===== src/rtl/uart_serializer_param.sv =====
// Parallel-to-serial converter for the UART TX path: a one-word holding buffer
// feeds a shift register so consecutive words leave with no idle bit between them.
module uart_serializer_param #(
  parameter int DATA_WIDTH = 8,
  parameter bit LSB_FIRST  = 1'b1,
  parameter bit IDLE_LEVEL = 1'b0
) (
  input  logic                  CLK,
  input  logic                  RST,
  input  logic [DATA_WIDTH-1:0] P_DATA,
  input  logic                  DATA_VALID,
  output logic                  LOAD_READY,
  input  logic                  SER_EN,
  output logic                  SER_DATA,
  output logic                  SER_DONE,
  output logic                  BUSY,
  output logic                  dbg_state_o
);

  localparam int CW = (DATA_WIDTH > 1) ? $clog2(DATA_WIDTH) : 1;
  localparam logic [CW-1:0] LAST = CW'(DATA_WIDTH - 1);

  typedef enum logic {
    S_IDLE  = 1'b0,
    S_SHIFT = 1'b1
  } state_t;

  state_t                state_q;
  logic [DATA_WIDTH-1:0] hold_q;
  logic                  hold_valid_q;
  logic                  load_ready_q;
  logic [DATA_WIDTH-1:0] sh_q;
  logic [DATA_WIDTH-1:0] sh_d;
  logic [CW-1:0]         cnt_q;
  logic                  done_q;

  // Shift toward the output end with zero fill.
  always_comb begin
    sh_d = sh_q;
    if (LSB_FIRST) sh_d = sh_q >> 1;
    else           sh_d = sh_q << 1;
  end

  // Handshake: a word transfers on any rising edge where DATA_VALID and
  // LOAD_READY are both high; LOAD_READY is a flop mirroring an empty buffer,
  // and an unaccepted DATA_VALID must keep P_DATA stable until it transfers.
  always_ff @(posedge CLK) begin
    if (RST) begin
      state_q      <= S_IDLE;
      hold_q       <= '0;
      hold_valid_q <= 1'b0;
      load_ready_q <= 1'b1;
      sh_q         <= '0;
      cnt_q        <= '0;
      done_q       <= 1'b0;
    end else begin
      done_q <= 1'b0;
      if (DATA_VALID && load_ready_q) begin
        hold_q       <= P_DATA;
        hold_valid_q <= 1'b1;
        load_ready_q <= 1'b0;
      end
      case (state_q)
        S_IDLE: begin
          if (hold_valid_q) begin
            sh_q         <= hold_q;
            hold_valid_q <= 1'b0;
            load_ready_q <= 1'b1;
            cnt_q        <= '0;
            state_q      <= S_SHIFT;
          end
        end
        S_SHIFT: begin
          if (SER_EN) begin
            if (cnt_q == LAST) begin
              done_q <= 1'b1;
              // A buffered word continues the stream on the very next bit.
              if (hold_valid_q) begin
                sh_q         <= hold_q;
                hold_valid_q <= 1'b0;
                load_ready_q <= 1'b1;
                cnt_q        <= '0;
              end else begin
                state_q <= S_IDLE;
              end
            end else begin
              sh_q  <= sh_d;
              cnt_q <= cnt_q + CW'(1);
            end
          end
        end
        default: state_q <= S_IDLE;
      endcase
    end
  end

  assign LOAD_READY  = load_ready_q;
  assign SER_DONE    = done_q;
  assign BUSY        = (state_q == S_SHIFT) || hold_valid_q;
  assign SER_DATA    = (state_q == S_SHIFT) ?
                       (LSB_FIRST ? sh_q[0] : sh_q[DATA_WIDTH-1]) : IDLE_LEVEL;
  assign dbg_state_o = state_q;

endmodule


===== config.mk =====
export PLATFORM = sky130hd
export DESIGN_NAME = uart_serializer_param
export DESIGN_NICKNAME = d
export VERILOG_FILES = /design/src/rtl/uart_serializer_param.sv
export SDC_FILE = /design/constraint.sdc
export NUM_CORES = 1
export LEC_CHECK = 0
export ABC_AREA = 1
export CAP_MARGIN = 30
export CORE_MARGIN = 5
export CORE_UTILIZATION = 45
export DETAILED_ROUTE_END_ITERATION = 16
export HOLD_SLACK_MARGIN = 0.08
export PLACE_DENSITY = 0.72
export SYNTH_ARGS = -nofsm -noshare
export SYNTH_HDL_FRONTEND = slang
export SYNTH_SLANG_ARGS = --single-unit

===== constraint.sdc =====
create_clock -name CLK -period 1.2 [get_ports CLK]
set_input_delay 0.24 -clock CLK [delete_from_list [all_inputs] [get_ports CLK]]
set_output_delay 0.24 -clock CLK [all_outputs]
set_load 0.005 [all_outputs]

==> impl_results.md <==
- Run status: finished, violations left
- Violations in the final reports: setup timing
- Reg-to-reg setup timing slack: -0.06 ns
- Worst Tran Pin Value: about 0.38 ns
- Net switching power: 0.514 mW
- Launching element of the worst setup path: cnt_q[1]
- Cell count after synthesis: roughly 150
- Peak VDD IR: 0.855 mV
- Class of the most critical setup path: flop to flop
- P per Cell Area: ~1200 nW/um2
- Vias per inst: 4.93
- Sequential fraction of design power: 0.527
- Flip-flop and latch count after synthesis: 23
- Type of destination of the critical path: flop
- Clock latency of the later-clocked register in the worst-skew pair: 0.31 ns
- Highest clock frequency the design can meet: ~0.79 GHz
- Total via count in the routed design: around 1k
- Leakage power figure: 0.679 nW
- Weighted congestion at the end of routability-driven global placement: 0.830
- Vert. Die Dim: approximately 58 um
- Required time reported for the critical path endpoint: about 1.4 ns
- Number of nets produced by synthesis: between 150 and 200
- Sequential-to-total area share from yosys stat: 0.447
- Count of input and output buffers: 16
- Count of distinct cell types in the synthesized netlist: 18
- Least setup slack across all paths after layout: -0.0596 ns
- Global-route wire length before repair: 4000 um
- Width of the die: roughly 58 um
- Cell chosen for the clock root: clkbuf_4
- Per-cell routed wire length: 11.4 um
- Fraction of layout instances using a drive strength above 1: 0.300
- Cell area after synthesis: 1030 um2
- Int Power: approximately 1.2 mW
- Growth of design area from synthesis to finish: 41.6%
- Class of the tightest hold or removal check: flop to flop
- Final slew viol count: 0
- Number of antenna cells inserted: 0
- Clk slew on worst S/H paths: around 0.13 ns
- Nets@finish: ~200
- Estimated wirelength of the detail-placed design: around 1700 um
- Switching share of power: 0.306
- DR DRC count: 0
- Share of the cycle needed by the critical path after routing: 1.05
- Place WS: -0.249 ns
- Number of placed cells counting well taps: 200
- Setup repair after global routing missed its margin: true
- Ports placed on the boundary: 17
- Critical path arrival: ~1.5 ns
- Global-route usage over all layers: 0.150
- Final Hold Fails: 0
- Max Fanout on Critical Path: 5
- Mean instance size in the synthesized netlist: 6.82 um2
- Total number of placement rows: 17
- Terminus of the critical flop-to-flop path: sh_q[3]
- Clock Skew: ~0.0066 ns
- Die Footprint: 3340 um2
- Count of final setup violators: 11
- Instance count along the most critical hold path: 2
- Drt first-iter violations: 17
- # H-tree levels: 1
- Number of global-route vias before repair: a little under 1k
- Slew HR: 0.746
- Clock network fraction of design power: 0.217
- Min Clock Period, post-route: 1.26 ns
- Initial Util: 0.470
- Finished Layout Cells: 208
- Count of cells along the worst register-to-register path: 7
- Number of maximum-capacitance violations: 0
- Placeable Area: approximately 2200 um2
- Antenna violations before repair: 0
- Num CTS Buffers: 3
- Comb pwr share: 0.256
- Maximum count of clock buffers along a single path: 2
- FF-to-FF Start: cnt_q[1]
- Kind of start point of the critical path: flop
- First-pass DRT Iterations: 4
- Clk sinks: 23
- CTS tree: done
- Critical path capture point: sh_q[3]
- Cts-stage hold buffer count: 0
- Grt total ovfl: 0
- Overall routed net length: between 2000 and 2500 um
- Count of antenna-violating nets left after detailed routing: 0
- YS warnings: 0
- Maximum number of pins on one net before global-route repair: 15
[sequential cells by signal (all words and copies together) (netlist names)]
signal,flops
hold_q,8
cnt_q,3
sh_q,8
LOAD_READY,1
hold_valid_q,1
dbg_state_o,1
SER_DONE,1
[cell usage in the layout, fill, tap and decap left out]
| master | n |
|---|---|
| clkbuf_2 | 1 |
| nand3_2 | 3 |
| o211ai_1 | 1 |
| inv_4 | 1 |
| buf_4 | 10 |
| nor2_1 | 28 |
| nand2_4 | 4 |
| o21ai_0 | 8 |
| a21oi_1 | 6 |
| nand4_1 | 2 |
| dfxtp_2 | 4 |
| dfxtp_4 | 1 |
| o21ai_2 | 1 |
| clkdlybuf4s50_1 | 11 |
| clkbuf_1 | 1 |
| inv_1 | 13 |
| a21oi_2 | 1 |
| nor4_1 | 1 |
| ha_1 | 1 |
| inv_6 | 1 |
| o21ai_4 | 1 |
| inv_2 | 5 |
| buf_6 | 3 |
| ha_4 | 2 |
| buf_2 | 1 |
| nand2_2 | 3 |
| nand3_1 | 3 |
| nand3_4 | 1 |
| clkdlybuf4s15_1 | 2 |
| nand2_1 | 30 |
| dlygate4sd2_1 | 1 |
| clkbuf_4 | 3 |
| nor2_2 | 8 |
| dfxtp_1 | 18 |
[power groups by stage]
stage | logic [mW] | clock network, mW | registers [mW]
floorplan | 0.222 | 0 | 0.884
finish | 0.430 | 0.364 | 0.884
CTS | 0.406 | 0.369 | 0.879
global placement | 0.348 | 0 | 0.890
detailed placement | 0.357 | 0 | 0.892
global route | 0.478 | 0.407 | 0.891
[critical path: stages, from the launching register on]
cell and delay [ns]:
dfxtp_2 0.37, ha_4 0.15, ha_4 0.14, inv_6 0.05, o21ai_4 0.22, nand2_4 0.11, nor2_2 0.09, nor2_1 0.05
[cell type report]
| type | count | area, um2 |
|---|---|---|
| repair buffers | 29 | 258 |
| clock buffers | 4 | 26.3 |
| flip-flops and latches | 23 | 469 |
| well taps | 28 | 35.0 |
| inverters | 20 | 82.6 |
| fillers | 186 | 733 |
| multi-input cells | 104 | 587 |
[cell usage after synthesis]
cell type,count,area share
nor4_1,1,0.0061
o211ai_1,1,0.0073
inv_2,5,0.018
inv_1,15,0.055
nand2_1,35,0.13
nand3_1,6,0.029
dfxtp_1,23,0.45
buf_4,1,0.0073
nor2_1,36,0.13
ha_1,3,0.036
o21ai_0,8,0.039
buf_2,3,0.015
o21ai_2,1,0.0085
a21oi_1,7,0.034
nand3_2,1,0.0097
nand2_2,2,0.012
nand4_1,2,0.012
o21ai_1,1,0.0049
[layer usage]
layer | GRT usage | up-vias | part of all wire
met5 | 0 | - | 0
met4 | 0.0762 | 0 | 0.029
met3 | 0.0267 | 9 | 0.042
met2 | 0.260 | 27 | 0.51
met1 | 0.175 | 460 | 0.42
li1 | - | 530 | -
[worst min-delay path by stage]
stage | to | slack (ns) | startpoint
after global routing | hold_q[4] | 0.50 | hold_q[4]
after global placement | hold_q[4] | 0.45 | hold_q[4]
after CTS | hold_q[4] | 0.47 | hold_q[4]
final | hold_q[4] | 0.47 | hold_q[4]
after detailed placement | hold_q[4] | 0.45 | hold_q[4]
after floorplan | LOAD_READY | 0.36 | DATA_VALID
[through the flow]
step           area [um2]  hold WS (ns)  setup TNS [ns]   util  total power, mW
3_5_place_dp         1300         0.454           -3.97  0.592             1.25
2_1_floorplan        1060         0.356         -0.0163      -             1.11
6_report             1460         0.474          -0.436  0.665             1.68
5_1_grt              1460         0.504           -1.24  0.665             1.78
3_3_place_gp         1300         0.449           -3.51  0.592             1.24
4_1_cts              1420         0.473          -0.421  0.647             1.65
[logic make-up (layout without fill, tap and decap cells)]
family                     count (synthesis)  after routing  synth area share
AOI/OAI and AO/OA                         18             18            0.0936
adders and majority gates                  3              3            0.0365
buffers and inverters                     24             53            0.0948
DFF                                       23             23             0.447
and+or+nand+nor                           83             83             0.328
[what timing repair did]
action                     in CTS  in global routing
gates resized for setup        34                 14
buffers inserted                3                  1
setup endpoints to repair      18                 19
pin swaps                      16                  8
(Power assumes the default switching activity.)
